`src/rtl/lfsr_am_datapath_pkg.sv`:
```
// Shared defaults, the stored entry layout and the LFSR step function
// for the LFSR-addressed associative memory.
package lfsr_am_pkg;

  localparam int DEF_ADDR_W = 4;
  localparam int DEF_KEY_W  = 8;
  localparam int DEF_DATA_W = 8;
  localparam int DEF_DEPTH  = 2**DEF_ADDR_W - 1;

  localparam logic [DEF_ADDR_W-1:0] DEF_SEED = 4'b0001;
  localparam logic [DEF_ADDR_W-1:0] DEF_TAPS = 4'b1100;

  typedef struct packed {
    logic [DEF_KEY_W-1:0]  key;
    logic [DEF_DATA_W-1:0] value;
  } entry_t;

  // Fibonacci step: shift left, feed back parity of the tapped bits.
  function automatic logic [DEF_ADDR_W-1:0] lfsr_next(
    input logic [DEF_ADDR_W-1:0] q,
    input logic [DEF_ADDR_W-1:0] taps
  );
    return {q[DEF_ADDR_W-2:0], ^(q & taps)};
  endfunction

endpackage

```
`src/rtl/lfsr_am_datapath_if.sv`:
```
// Control handshake and user data bus between the control FSM (master)
// and the associative-memory datapath (slave).
interface lfsr_am_datapath_if
  import lfsr_am_pkg::*;
#(
  parameter int ADDR_W = DEF_ADDR_W,
  parameter int KEY_W  = DEF_KEY_W,
  parameter int DATA_W = DEF_DATA_W
);

  logic              WR;
  logic              RD;
  logic              Temp_Trigger;
  logic              LFSR_Enable;
  logic              LFSR_Reset;
  logic              Data_Compare_Enable;
  logic [KEY_W-1:0]  Key_In;
  logic [DATA_W-1:0] Value_In;

  logic              Compare_Found;
  logic              Hit;
  logic              Miss;
  logic [DATA_W-1:0] Data_Out;
  logic [ADDR_W-1:0] Match_Addr;
  logic [ADDR_W-1:0] Entry_Count;
  logic              Full;
  logic              Write_Overflow;

  modport master (
    output WR, RD, Temp_Trigger, LFSR_Enable, LFSR_Reset, Data_Compare_Enable,
           Key_In, Value_In,
    input  Compare_Found, Hit, Miss, Data_Out, Match_Addr, Entry_Count, Full,
           Write_Overflow
  );

  modport slave (
    input  WR, RD, Temp_Trigger, LFSR_Enable, LFSR_Reset, Data_Compare_Enable,
           Key_In, Value_In,
    output Compare_Found, Hit, Miss, Data_Out, Match_Addr, Entry_Count, Full,
           Write_Overflow
  );

endinterface

```
`src/rtl/lfsr_am_datapath_lfsr_gen.sv`:
```
// Loadable Fibonacci LFSR used as an address pointer. load wins over step.
module lfsr_gen
  import lfsr_am_pkg::*;
#(
  parameter int                ADDR_W = DEF_ADDR_W,
  parameter logic [ADDR_W-1:0] SEED   = DEF_SEED,
  parameter logic [ADDR_W-1:0] TAPS   = DEF_TAPS
) (
  input  logic              Clock,
  input  logic              Reset_n,
  input  logic              load,
  input  logic              step,
  output logic [ADDR_W-1:0] q
);

  // Pointer register: reload to SEED or advance one LFSR state.
  always_ff @(posedge Clock or negedge Reset_n) begin
    if (!Reset_n)  q <= SEED;
    else if (load) q <= SEED;
    else if (step) q <= lfsr_next(q, TAPS);
  end

endmodule

```
`src/rtl/lfsr_am_datapath.sv`:
```
// Key/value store written at successive LFSR addresses and searched by a
// second LFSR. The done flag is sticky so the control FSM always sees an
// end-of-search, whether it hit, missed or the store was empty.
module lfsr_am_datapath
  import lfsr_am_pkg::*;
#(
  parameter int                ADDR_W = DEF_ADDR_W,
  parameter int                KEY_W  = DEF_KEY_W,
  parameter int                DATA_W = DEF_DATA_W,
  parameter logic [ADDR_W-1:0] SEED   = DEF_SEED,
  parameter logic [ADDR_W-1:0] TAPS   = DEF_TAPS
) (
  input  logic               Clock,
  input  logic               Reset_n,
  lfsr_am_datapath_if.slave  bus
);

  localparam int                DEPTH   = 2**ADDR_W - 1;
  localparam logic [ADDR_W-1:0] DEPTH_V = ADDR_W'(DEPTH);

  logic [ADDR_W-1:0]    wr_addr, srch_addr, step_cnt, entry_cnt;
  logic [KEY_W-1:0]     key_reg;
  logic [2**ADDR_W-1:0] valid;
  entry_t               mem [0:2**ADDR_W-1];
  entry_t               cur_entry;

  logic              found, hit, miss, overflow;
  logic [DATA_W-1:0] data_out;
  logic [ADDR_W-1:0] match_addr;

  logic full, do_write, key_hit, search_act, exhausted, srch_load, srch_step;

  assign full      = (entry_cnt == DEPTH_V);
  assign do_write  = bus.WR && !full;
  assign cur_entry = mem[srch_addr];
  assign key_hit   = valid[srch_addr] && (cur_entry.key == key_reg);
  assign exhausted = (step_cnt == DEPTH_V);

  // Any higher-priority control in the same cycle suppresses the compare.
  assign search_act = !bus.WR && !bus.Temp_Trigger && !bus.LFSR_Reset && !found &&
                      bus.RD && bus.Data_Compare_Enable;
  assign srch_load  = bus.WR || bus.Temp_Trigger || bus.LFSR_Reset;
  assign srch_step  = search_act && !exhausted && !key_hit && bus.LFSR_Enable;

  lfsr_gen #(.ADDR_W(ADDR_W), .SEED(SEED), .TAPS(TAPS)) u_wr_ptr (
    .Clock(Clock), .Reset_n(Reset_n), .load(1'b0), .step(do_write), .q(wr_addr)
  );

  lfsr_gen #(.ADDR_W(ADDR_W), .SEED(SEED), .TAPS(TAPS)) u_srch_ptr (
    .Clock(Clock), .Reset_n(Reset_n), .load(srch_load), .step(srch_step), .q(srch_addr)
  );

  // Entry storage; contents are meaningless until the valid bit is set.
  always_ff @(posedge Clock) begin
    if (do_write) mem[wr_addr] <= '{key: bus.Key_In, value: bus.Value_In};
  end

  // Valid bits, occupancy count and the dropped-write pulse.
  always_ff @(posedge Clock or negedge Reset_n) begin
    if (!Reset_n) begin
      valid     <= '0;
      entry_cnt <= '0;
      overflow  <= 1'b0;
    end else begin
      overflow <= bus.WR && full;
      if (do_write) begin
        valid[wr_addr] <= 1'b1;
        entry_cnt      <= entry_cnt + 1'b1;
      end
    end
  end

  // Addresses visited so far; freezes with the search pointer once done.
  always_ff @(posedge Clock or negedge Reset_n) begin
    if (!Reset_n)       step_cnt <= '0;
    else if (srch_load) step_cnt <= '0;
    else if (srch_step) step_cnt <= step_cnt + 1'b1;
  end

  // Search key capture and sticky result flags.
  always_ff @(posedge Clock or negedge Reset_n) begin
    if (!Reset_n) begin
      key_reg    <= '0;
      found      <= 1'b0;
      hit        <= 1'b0;
      miss       <= 1'b0;
      data_out   <= '0;
      match_addr <= '0;
    end else if (bus.WR) begin
      found <= 1'b0;
      hit   <= 1'b0;
      miss  <= 1'b0;
    end else if (bus.Temp_Trigger) begin
      key_reg <= bus.Key_In;
      found   <= 1'b0;
      hit     <= 1'b0;
      miss    <= 1'b0;
    end else if (search_act) begin
      if (exhausted) begin
        found    <= 1'b1;
        miss     <= 1'b1;
        data_out <= '0;
      end else if (key_hit) begin
        found      <= 1'b1;
        hit        <= 1'b1;
        data_out   <= cur_entry.value;
        match_addr <= srch_addr;
      end
    end
  end

  assign bus.Compare_Found  = found;
  assign bus.Hit            = hit;
  assign bus.Miss           = miss;
  assign bus.Data_Out       = data_out;
  assign bus.Match_Addr     = match_addr;
  assign bus.Entry_Count    = entry_cnt;
  assign bus.Full           = full;
  assign bus.Write_Overflow = overflow;

endmodule
```
`src/flat_wrapper.sv`:
```
// flat-port wrapper written by rule: the top's interface ports become plain ports
module lfsr_am_datapath_flat import lfsr_am_pkg::*;
#(
  parameter int                ADDR_W = DEF_ADDR_W,
  parameter int                KEY_W  = DEF_KEY_W,
  parameter int                DATA_W = DEF_DATA_W,
  parameter logic [ADDR_W-1:0] SEED   = DEF_SEED,
  parameter logic [ADDR_W-1:0] TAPS   = DEF_TAPS
)
  (Clock, Reset_n, bus_WR, bus_RD, bus_Temp_Trigger, bus_LFSR_Enable, bus_LFSR_Reset, bus_Data_Compare_Enable, bus_Key_In, bus_Value_In, bus_Compare_Found, bus_Hit, bus_Miss, bus_Data_Out, bus_Match_Addr, bus_Entry_Count, bus_Full, bus_Write_Overflow);
  lfsr_am_datapath_if #(.ADDR_W(ADDR_W), .KEY_W(KEY_W), .DATA_W(DATA_W)) bus_i ();
  input  logic Clock;
  input  logic Reset_n;
  input wire logic [$bits(bus_i.WR)-1:0] bus_WR;
  input wire logic [$bits(bus_i.RD)-1:0] bus_RD;
  input wire logic [$bits(bus_i.Temp_Trigger)-1:0] bus_Temp_Trigger;
  input wire logic [$bits(bus_i.LFSR_Enable)-1:0] bus_LFSR_Enable;
  input wire logic [$bits(bus_i.LFSR_Reset)-1:0] bus_LFSR_Reset;
  input wire logic [$bits(bus_i.Data_Compare_Enable)-1:0] bus_Data_Compare_Enable;
  input wire logic [$bits(bus_i.Key_In)-1:0] bus_Key_In;
  input wire logic [$bits(bus_i.Value_In)-1:0] bus_Value_In;
  output wire logic [$bits(bus_i.Compare_Found)-1:0] bus_Compare_Found;
  output wire logic [$bits(bus_i.Hit)-1:0] bus_Hit;
  output wire logic [$bits(bus_i.Miss)-1:0] bus_Miss;
  output wire logic [$bits(bus_i.Data_Out)-1:0] bus_Data_Out;
  output wire logic [$bits(bus_i.Match_Addr)-1:0] bus_Match_Addr;
  output wire logic [$bits(bus_i.Entry_Count)-1:0] bus_Entry_Count;
  output wire logic [$bits(bus_i.Full)-1:0] bus_Full;
  output wire logic [$bits(bus_i.Write_Overflow)-1:0] bus_Write_Overflow;
  assign bus_i.WR = bus_WR;
  assign bus_i.RD = bus_RD;
  assign bus_i.Temp_Trigger = bus_Temp_Trigger;
  assign bus_i.LFSR_Enable = bus_LFSR_Enable;
  assign bus_i.LFSR_Reset = bus_LFSR_Reset;
  assign bus_i.Data_Compare_Enable = bus_Data_Compare_Enable;
  assign bus_i.Key_In = bus_Key_In;
  assign bus_i.Value_In = bus_Value_In;
  assign bus_Compare_Found = bus_i.Compare_Found;
  assign bus_Hit = bus_i.Hit;
  assign bus_Miss = bus_i.Miss;
  assign bus_Data_Out = bus_i.Data_Out;
  assign bus_Match_Addr = bus_i.Match_Addr;
  assign bus_Entry_Count = bus_i.Entry_Count;
  assign bus_Full = bus_i.Full;
  assign bus_Write_Overflow = bus_i.Write_Overflow;
  lfsr_am_datapath #(.ADDR_W(ADDR_W), .KEY_W(KEY_W), .DATA_W(DATA_W), .SEED(SEED), .TAPS(TAPS)) u_core (.Clock(Clock), .Reset_n(Reset_n), .bus(bus_i));
endmodule
```
`config.mk`:
```
export PLATFORM = sky130hd
export DESIGN_NAME = lfsr_am_datapath_flat
export DESIGN_NICKNAME = d
export VERILOG_FILES = /design/src/rtl/lfsr_am_datapath_pkg.sv /design/src/rtl/lfsr_am_datapath_if.sv /design/src/rtl/lfsr_am_datapath_lfsr_gen.sv /design/src/rtl/lfsr_am_datapath.sv /design/src/flat_wrapper.sv
export SDC_FILE = /design/constraint.sdc
export NUM_CORES = 1
export LEC_CHECK = 0
export CORE_ASPECT_RATIO = 2
export CORE_MARGIN = 2
export CORE_UTILIZATION = 45
export DETAILED_ROUTE_END_ITERATION = 16
export PLACE_DENSITY = 0.74
export RECOVER_POWER = 25
export SETUP_SLACK_MARGIN = 0.02
export SYNTH_ARGS = -nofsm -noshare
export SYNTH_HDL_FRONTEND = slang
export SYNTH_SLANG_ARGS = --single-unit
```
`constraint.sdc`:
```
create_clock -name Clock -period 8.4 [get_ports Clock]
set_input_delay 1.68 -clock Clock [delete_from_list [all_inputs] [get_ports Clock]]
set_output_delay 1.68 -clock Clock [all_outputs]
set_load 0.02 [all_outputs]
```
Word level (Yosys, flattened, before mapping):

Memories as Yosys holds them, arrays and structs flattened.
Cells that the tools add are included.

* memories kept: 1
* register bits: 56
* RAM bits: 256
* word-level logic and storage cells: 86
* input bits: 24
* output and inout bits: 21

* add/subtract/negate cells: 2
* mux-type cells: 25
* bitwise gates (word level): 4
* equal/unequal tests: 4
* magnitude comparators: 3
* reduce and logical (&&, ||, !) cells: 35

Memory list
* u_core.mem: depth 16, width 16, rd ports 1, clocked after memory_dff 0, write ports 1, line lfsr_am_datapath.sv:24 `entry_t mem [0:2**ADDR_W-1];`

Operators by type and width (number)
* $mux 1: 17
* $mux 4: 4
* $mux 8: 2
* $or 16x16->16: 1
* $logic_and 1x1->1: 12
* $lt 4x5->1 const B: 2
* $reduce_bool 3->1: 3
* $add 4x1->4 const B: 2
* $eq 4x4->1 const B: 2
* $eq 8x8->1: 1
* $reduce_xor 4->1: 2
* $logic_not 1->1: 7
* $reduce_and 2->1: 3
* $reduce_and 5->1: 1
* $bmux 1 s4: 1
* $demux 1 s4: 1
* $ge 4x1->1 const B: 1
* $reduce_and 4->1: 1
* $reduce_bool 2->1: 2
* $reduce_bool 4->1: 1
* $ne 3x3->1 const B: 1
* $not 1->1: 3
* $reduce_and 3->1: 1
* $logic_or 1x1->1: 2

Longest topological paths before layout:

Gate-level depths: netlist of the first run.

* word-level depth: 11
* gate-level depth with buffers: 13
* gate-level depth less buffers: 7

Hierarchy:

Synthesis of the first run repeated with hierarchy kept, for this count alone.

* cells, all modules: 648
* area, all modules: 12603.3 µm²

By module, submodules not included
* lfsr_am_datapath: sequential area each 8888.5 µm², times used 1, cells an instance 618, area an instance 12255.5 µm²
* lfsr_gen: sequential area each 101.3 µm², times used 2, cells an instance 15, area an instance 173.9 µm²

Worst setup path after synthesis of the first run:

Ideal clock, no wire load.

* path kind: input-to-reg
* start point: in bus_WR
* end point: mem u_core.mem[4][0] (netlist bit), enable pin
* setup time: 411 ps
* data required time: 7989 ps
* stages on the path: 5
* path buffers: 2
* slack: 4333 ps
* data arrival time: 3656 ps
* cell sequence: clkbuf_1 > and2_1 > clkbuf_1 > nand2_1 > nor3_1

* word-level cells in the longest chain between the ends: 3

RTL lines
* start: declaration: line flat_wrapper.sv:14 `input wire logic [$bits(bus_i.WR)-1:0] bus_WR;`
* $logic_and 1x1->1: line lfsr_am_datapath.sv:34 `assign do_write = bus.WR && !full;`
* $mux 1: line lfsr_am_datapath.sv:55 `if (do_write) mem[wr_addr] <= '{key: bus.Key_In, value: bus.Value_In};`
* $mux 1 (not written as such): line lfsr_am_datapath.sv:55
* end: declaration: line lfsr_am_datapath.sv:24

Every way passes these cells.

Worst setup path after layout of the first run:

* start point: reg u_core.u_srch_ptr.q[1]
* end point: reg u_core.match_addr[3], in the netlist u_core.bus.Match_Addr[3]

* word-level cells in the longest chain between the ends: 4
* elaborated cells on any way between the ends: 6
* classes of those cells: 1 x eq/ne; 2 x mux; 2 x reduce/logical; 1 x memory

RTL lines
* start: declaration: line lfsr_am_datapath_lfsr_gen.sv:13 `output logic [ADDR_W-1:0] q`
* start signal: assignment: line lfsr_am_datapath_lfsr_gen.sv:20 `else if (step) q <= lfsr_next(q, TAPS);`
* $mem_v2 16x16 / $bmux 1 s4 (equally long branches)
* $eq 8x8->1 / $mux 1 (equally long branches): line lfsr_am_datapath.sv:36 `assign key_hit = valid[srch_addr] && (cur_entry.key == key_reg);`
* $logic_and 1x1->1 (*): line lfsr_am_datapath.sv:36
* $reduce_and 5->1 (no source line) (*)
* end signal: assignment: line lfsr_am_datapath.sv:107 `match_addr <= srch_addr;`
* end: declaration: line lfsr_am_datapath.sv:29 `logic [ADDR_W-1:0] match_addr;`

Mark *: on every way between the ends. The rest lies on a longest branch, timed or not. The select of a mux whose other input is x is not followed.
A chain may end at the register's enable or synchronous reset.

==> results of run 1 <==
==> area by class of cell <==
type	count	area share [%]
Sequential cell	312	63.4
Multi-Input combinational cell	299	23.0
Clock buffer	30	4.79
Timing Repair Buffer	67	4.22
Tap cell	352	3.07
Clock inverter	17	1.36
Inverter	5	0.131
==> power by group <==
part,internal [W],switching (W),total (W)
Clock,0.000712,0.000541,0.00125
Sequential,0.00184,0.0000707,0.00191
Combinational,0.000168,0.000246,0.000414
Total,0.00272,0.000857,0.00358
==> layer usage <==
metal  wire [µm]  up-vias
li1            -     2748
met1        9690     3333
met2       14500      188
met3        1090       54
met4         869        0
met5           0        -
==> metrics by stage <==
step | utilization (%) | instance area (µm²) | cells | worst slack [ns]
6_report | 52.0 | 14300 | 1082 | 3.48
4_1_cts | 52.1 | 14300 | 1082 | 3.47
5_1_grt | 52.0 | 14300 | 1082 | 3.22
3_3_place_gp | 48.9 | 13500 | 1035 | 3.40
3_5_place_dp | 48.9 | 13500 | 1035 | 3.24
2_1_floorplan | - | 12600 | 655 | 4.33
==> logic make-up (layout without fill, tap and decap cells) <==
group / count (synthesis) / after routing / synth area share (%)
AND/OR/NAND/NOR: 130 / 130 / 5.48
buffers and inverters: 44 / 119 / 1.92
AO/OA/AOI/OAI: 50 / 50 / 2.84
multiplexers: 105 / 105 / 16.3
adder cells (fa/ha/maj): 6 / 6 / 0.597
flip-flops: 312 / 312 / 72.3
XOR/XNOR: 8 / 8 / 0.557
==> Yosys cell counts (2+ instances only) <==
master	count
sky130_fd_sc_hd__nand3_1	13
sky130_fd_sc_hd__buf_1	2
sky130_fd_sc_hd__a41oi_1	8
sky130_fd_sc_hd__a31oi_1	9
sky130_fd_sc_hd__and2_1	2
sky130_fd_sc_hd__xor2_1	4
sky130_fd_sc_hd__or3_1	5
sky130_fd_sc_hd__o211ai_1	14
sky130_fd_sc_hd__o22ai_1	2
sky130_fd_sc_hd__dfrtp_1	54
sky130_fd_sc_hd__or2_2	17
sky130_fd_sc_hd__o21ai_1	2
sky130_fd_sc_hd__xnor2_1	4
sky130_fd_sc_hd__nand2b_1	6
sky130_fd_sc_hd__nor2_1	18
sky130_fd_sc_hd__clkbuf_1	16
sky130_fd_sc_hd__edfxtp_1	256
sky130_fd_sc_hd__nand4_1	6
sky130_fd_sc_hd__nor2b_1	3
sky130_fd_sc_hd__mux2i_1	15
sky130_fd_sc_hd__buf_4	5
sky130_fd_sc_hd__o21a_1	6
sky130_fd_sc_hd__ha_1	6
sky130_fd_sc_hd__o21ai_0	5
sky130_fd_sc_hd__inv_1	5
sky130_fd_sc_hd__dfstp_2	2
sky130_fd_sc_hd__buf_6	6
sky130_fd_sc_hd__or4_1	2
sky130_fd_sc_hd__mux4_2	79
sky130_fd_sc_hd__nor3_1	7
sky130_fd_sc_hd__mux2_2	11
sky130_fd_sc_hd__buf_2	10
sky130_fd_sc_hd__and4_1	3
sky130_fd_sc_hd__nand2_1	40
==> worst max-delay path by stage <==
stage                                      start                        to  slack [ns]  cells after the start
after floorplan                           bus_WR          u_core.mem[4][0]        4.33                      5
after global placement                    bus_WR        u_core.step_cnt[3]        3.40                      9
after detailed placement                  bus_WR        u_core.step_cnt[3]        3.24                      9
after CTS                 u_core.u_srch_ptr.q[1]  u_core.bus.Match_Addr[3]        3.47                      8
after global routing      u_core.u_srch_ptr.q[1]  u_core.bus.Match_Addr[3]        3.22                      8
final                     u_core.u_srch_ptr.q[1]  u_core.bus.Match_Addr[3]        3.48                      8
==> worst reg2reg max path, cell delays in order, from the launching register on <==
cell	delay, ns
sky130_fd_sc_hd__dfrtp_2	0.96
sky130_fd_sc_hd__buf_4	0.62
sky130_fd_sc_hd__mux4_2	0.61
sky130_fd_sc_hd__mux4_2	0.48
sky130_fd_sc_hd__xor2_1	0.16
sky130_fd_sc_hd__nor3_2	0.50
sky130_fd_sc_hd__and3_1	0.83
sky130_fd_sc_hd__nand3_2	0.28
sky130_fd_sc_hd__mux2_2	0.35
==> implementation parameters, run 1 <==
Parameter                              Value

Critical path
  Worst R2R Start    u_core.u_srch_ptr.q[1]
  Worst path top cell family by delay    simple AND/OR/NAND/NOR gates
  Worst reg-to-reg setup slack    about 3.5 ns
  Type of destination of the critical path    flip-flop
  Kind of critical path    flip-flop to flip-flop
  Critical path, cell by cell    buf_4 -> mux4_2 -> mux4_2 -> xor2_1 -> nor3_2 -> and3_1 -> nand3_2 -> mux2_2
  Sort of element at the start of the critical path    flip-flop
  Biggest cell delay along the critical path    0.96 ns
  Terminus of the critical flop-to-flop path    u_core.bus.Match_Addr[3]
  Data required time at the worst endpoint    8.82 ns
  Arrival time of data at the critical path endpoint    5.34 ns
  Buf/Inv on CP    1
  Cell seen most often among critical-path stages    sky130_fd_sc_hd__mux4_2
  Worst R2R Path Depth    8
  Highest net fanout along the worst path    37
  Crit path max-delay cell type    sky130_fd_sc_hd__dfrtp_2

Synth
  FF+latch count, synth    312
  Synth Warn #    0
  Share of synthesized flip-flops with an asynchronous set or reset    about 18%
  Area share of the leading cell type in the synthesized netlist    ~61%
  Number of enable-type register cells in the synthesized netlist    256
  Synth cell types    46
  Post-Synthesis Mean Instance Area    19.2 µm²
  Primary flip-flop cell chosen by synthesis mapping    sky130_fd_sc_hd__edfxtp_1
  Largest area contributor in the synthesized netlist    sky130_fd_sc_hd__edfxtp_1
  Synth Cell Area    12600 µm²
  Register area share after synthesis    72.3%
  Top area cells in the synthesized netlist    sky130_fd_sc_hd__edfxtp_1 61%, sky130_fd_sc_hd__mux4_2 14%, sky130_fd_sc_hd__dfrtp_1 11%
  Number of instances in the synthesized netlist    655
  Syn nets    around 700

Global route
  Number of antenna violations at the first check in global routing    0
  Pin count of the biggest net entering global routing    57
  Total global routing overflow    0
  First-pass GRT wire length    39900 µm
  Vias in the first global route    slightly below 7000
  GRT Total Usage    a little under a fifth
  GR Layer Usage met2    33.3%
  Busiest grt layer    met2
  Met1 Resource Use GR    22.0%
  M3 GR Usage    under 10%

Drt
  Number of iterations in the first detailed-routing pass    5
  Number of nets with antenna violations after routing    0
  DR iter-0 viols    410
  Routed length per instance    24.1 µm
  DR DRC count    0
  Via total after detailed routing    6323
  Post-detailed-routing wire length    26100 µm
  Via density    5.84

Cells and area
  Leading cell type in the layout, fill and taps excluded    sky130_fd_sc_hd__edfxtp_1
  Area of all sequential standard cells    9100 µm²
  Area Growth Syn to Fin    14.0%
  Combined area of the multi-input logic cells    3290 µm²
  Number of filler cells placed in the layout    about 2200
  Layout cells sized above 1    about a quarter
  Number of inserted diodes    0
  Commonest cells after routing, fill and taps aside    256 x sky130_fd_sc_hd__edfxtp_1, 79 x sky130_fd_sc_hd__mux4_2, 53 x sky130_fd_sc_hd__dfrtp_1
  Biggest regs    u_core.mem (256), u_core.valid (16)
  Biggest register    u_core.mem
  Number of nets in the finished design    741
  Max reg flops    roughly 260

Timing
  Total negative setup slack    0 ns
  RSZ-0062 raised after global routing    no
  Clock skew    0.0132 ns
  Setup violations, final    0
  Final slew viol count    57
  Hold WS    0.474 ns
  Worst slew pin tran    3.14 ns
  Min cycle time layout    ~5 ns
  Relative slew margins    -109%
  Highest attainable clock frequency    0.203 GHz
  Final worst path period share    58.5%
  Final Hold Violating Endpoints    0

CTS
  Clock sinks    312
  Hold-fix buffers at CTS    0
  Number of gates given a new drive strength after cts    0
  Maximum clock path buffer count    3
  H-tree Lvls    1
  Post-CTS setup buffer count    0
  CTS tree    done
  Clock Latency Late Sink    0.54 ns
  Num CTS Buffers    26
  Clock Tree Root    sky130_fd_sc_hd__clkbuf_16
  Clock-pin transition on the worst setup and hold timing paths    ~0.070 ns

Power
  Ratio of total power to cell area    250 nW/µm²
  Peak ir drop on the vdd network    0.164 mV
  Total Power Consumption    0.00358 W
  Leakage power figure    4.80 nW

Floorplan
  Standard-cell row count    86
  Die ar.    29400 µm²
  Die width    122 µm
  Top Ports    45
  Core Region    27500 µm²
  Die Y-Extent    around 240 µm
  Initial core utilization    between 40% and 50%

Status
  Violated checks    capacitance limit, slew limit
  Outcome    finished with violations

Hold path
  Class of the tightest hold or removal check    flip-flop to flip-flop
  Hold Path End    u_core.valid[13]
  Startpoint of the worst hold path    u_core.valid[13]
  Hold Path Depth    1

Place
  # port buffers    44
  Global placement routability congestion    0.789
  HPWL after detailed placement    between 15000 and 20000 µm

Flow run
  Max-cap violations    1
(Power assumes the default switching activity.)
==> run 2: changes to the inputs <==
==> constraint.sdc (replaced) <==
create_clock -name Clock -period 4.6 [get_ports Clock]
set_input_delay 0.92 -clock Clock [delete_from_list [all_inputs] [get_ports Clock]]
set_output_delay 0.92 -clock Clock [all_outputs]
set_load 0.02 [all_outputs]
==> implementation parameters, run 2 (synthesis results as in run 1) <==
Parameter                              Value

Global route
  Pin count of the biggest net entering global routing    57 (unchanged)
  First-pass GRT wire length    41500 µm (was 39900 µm)
  Total global routing overflow    0 (unchanged)
  GRT Total Usage    19.4% (was 18.4%)
  Number of antenna violations at the first check in global routing    1 (was 0)
  Vias in the first global route    6898 (was 6747)

CTS
  H-tree Lvls    1 (unchanged)
  Number of gates given a new drive strength after cts    0 (unchanged)
  Hold-fix buffers at CTS    0 (unchanged)
  Clock Tree Root    sky130_fd_sc_hd__clkbuf_16 (unchanged)
  Maximum clock path buffer count    3 (unchanged)
  Clock-pin transition on the worst setup and hold timing paths    0.07 ns (about the same)
  CTS tree    done (unchanged)
  Clock sinks    312 (unchanged)
  Num CTS Buffers    26 (unchanged)
  Post-CTS setup buffer count    0 (unchanged)
  Clock Latency Late Sink    0.54 ns (about the same)

Critical path
  Critical path, cell by cell    mux4_2 -> mux2i_1 -> nor3_1 -> nor4b_2 -> buf_4 -> and3_1 -> nand3_2 -> mux2_2 (was buf_4 -> mux4_2 -> mux4_2 -> xor2_1 -> nor3_2 -> and3_1 -> nand3_2 -> mux2_2)
  Arrival time of data at the critical path endpoint    4.34 ns (was 5.34 ns)
  Biggest cell delay along the critical path    1.01 ns (was 0.96 ns)
  Highest net fanout along the worst path    37 (unchanged)
  Worst path top cell family by delay    simple AND/OR/NAND/NOR gates (unchanged)
  Buf/Inv on CP    1 (unchanged)
  Crit path max-delay cell type    sky130_fd_sc_hd__dfstp_4 (was sky130_fd_sc_hd__dfrtp_2)
  Type of destination of the critical path    flip-flop (unchanged)
  Data required time at the worst endpoint    5.03 ns (was 8.82 ns)
  Kind of critical path    flip-flop to flip-flop (unchanged)
  Worst R2R Start    u_core.u_srch_ptr.q[0] (was u_core.u_srch_ptr.q[1])
  Startpoint of the worst setup timing path    u_core.u_srch_ptr.q[0] (was u_core.u_srch_ptr.q[1])
  Sort of element at the start of the critical path    flip-flop (unchanged)

Status
  Violated checks    capacitance limit, slew limit (unchanged)
  Outcome    finished with violations (unchanged)

Cells and area
  Final instance count without filler cells    1094 (was 1082)
  Area of all sequential standard cells    9100 µm² (unchanged)
  Number of inserted diodes    0 (unchanged)
  Commonest cells after routing, fill and taps aside    256 x sky130_fd_sc_hd__edfxtp_1, 79 x sky130_fd_sc_hd__mux4_2, 53 x sky130_fd_sc_hd__dfrtp_1 (unchanged)
  Layout cells sized above 1    27.5% (was 26.6%)
  Number of nets in the finished design    752 (was 741)
  Area Growth Syn to Fin    14.5% (was 14.0%)
  Leading cell type in the layout, fill and taps excluded    sky130_fd_sc_hd__edfxtp_1 (unchanged)
  Number of filler cells placed in the layout    2164 (was 2162)
  Combined area of the multi-input logic cells    3290 µm² (unchanged)
  Biggest regs    u_core.mem (256), u_core.valid (16) (unchanged)
  Biggest register    u_core.mem (unchanged)
  Max reg flops    256 (unchanged)

Timing
  Final worst path period share    85.0% (was 58.5%)
  Total negative setup slack    0 ns (unchanged)
  Relative slew margins    -114% (was -109%)
  Clock skew    0.0168 ns (was 0.0132 ns)
  Final slew viol count    57 (unchanged)
  Worst path setup slack after routing    0.689 ns (was 3.48 ns)
  Worst slew pin tran    3.21 ns (was 3.14 ns)
  Setup violations, final    0 (unchanged)
  Highest attainable clock frequency    0.256 GHz (was 0.203 GHz)
  Final Hold Violating Endpoints    0 (unchanged)
  RSZ-0062 raised after global routing    no (unchanged)
  Min cycle time layout    3.91 ns (was 4.92 ns)

Power
  Peak ir drop on the vdd network    0.370 mV (was 0.164 mV)
  Ratio of total power to cell area    451 nW/µm² (was 250 nW/µm²)
  Leakage power figure    4.84 nW (was 4.80 nW)

Hold path
  Startpoint of the worst hold path    u_core.valid[15] (was u_core.valid[13])
  Class of the tightest hold or removal check    flip-flop to flip-flop (unchanged)

Flow run
  Max-cap violations    1 (unchanged)

Place
  HPWL after detailed placement    17000 µm (was 15900 µm)
  Global placement routability congestion    0.824 (was 0.789)
  Pre-CTS worst setup slack    0.727 ns (was 3.24 ns)
  # port buffers    44 (unchanged)
  Cell total after placement    1046 (was 1035)

Drt
  DR DRC count    0 (unchanged)
  Via density    5.95 (was 5.84)
  DR iter-0 viols    824 (was 410)
  Routed length per instance    25.0 µm (was 24.1 µm)
  Via total after detailed routing    6509 (was 6323)
  Post-detailed-routing wire length    27300 µm (was 26100 µm)
  Number of iterations in the first detailed-routing pass    5 (unchanged)
  Number of nets with antenna violations after routing    0 (unchanged)

Floorplan
  Core Region    27500 µm² (unchanged)
  Standard-cell row count    86 (unchanged)
  Initial core utilization    45.7% (unchanged)
  Top Ports    45 (unchanged)
  Die Y-Extent    240 µm (unchanged)
  Die ar.    29400 µm² (unchanged)
  Die width    122 µm (unchanged)
[run 2: cell count changes in the layout (fill, tap and decap cells not counted), sizes merged]
cell,previous run,this run
bufinv,4,2
clkdlybuf4s50,34,35
clkinv,8,7
buf,23,33
dlygate4sd3,9,8
clkbuf,31,36
[run 2: metal layers]
| layer | up-vias | part of all wire [%] | wire, µm | global-route usage [%] |
|---|---|---|---|---|
| met1 | 3379 | 36 | 9760 | 23.0 |
| met3 | 85 | 5.4 | 1490 | 2.56 |
| met2 | 272 | 54 | 14800 | 34.2 |
| met5 | - | 0.018 | 5 | 0 |
| met4 | 2 | 4.7 | 1280 | 9.61 |
| li1 | 2771 | - | - | - |
[run 2: where the power goes]
group | switching (W) | leakage (nW) | internal [W]
Sequential | 0.000138 | 2.97 | 0.00336
Combinational | 0.000471 | 1.46 | 0.000321
Clock | 0.000981 | 0.406 | 0.00122
Total | 0.00159 | 4.84 | 0.00490
[run 2: path summary, 6_finish.rpt]
| kind | to | depth (start not counted) | slack (ns) |
|---|---|---|---|
| worst min register to register | u_core.valid[15] | 1 | 0.47 |
| max in group asynchronous | u_core.u_srch_ptr.q[1] | 2 | 1.01 |
| worst min-delay path | u_core.valid[15] | 1 | 0.47 |
| min in group asynchronous | u_core.bus.Match_Addr[3] | 2 | 1.53 |
| worst max-delay path | u_core.bus.Match_Addr[3] | 8 | 0.69 |
| worst max register to register | u_core.bus.Match_Addr[3] | 8 | 0.69 |
[run 2: per-stage QoR]
stage | power, W | cell area (µm²) | hold WS (ns) | utilization, %
finish | 0.00649 | 14400 | 0.466 | 52.3
CTS | 0.00653 | 14400 | 0.469 | 52.3
detailed placement | 0.00435 | 13600 | 0.452 | 49.2
global placement | 0.00428 | 13600 | 0.445 | 49.2
floorplan | 0.00397 | 12600 | 0.434 | -
global route | 0.00672 | 14400 | 0.492 | 52.3
[run 2: final cells by class]
type	count	area share, %
timing repair buffer	78	4.83
multi-input combinational	299	22.9
inverter	5	0.130
tap	352	3.06
clock inverter	14	0.973
clock buffer	34	4.94
sequential	312	63.2
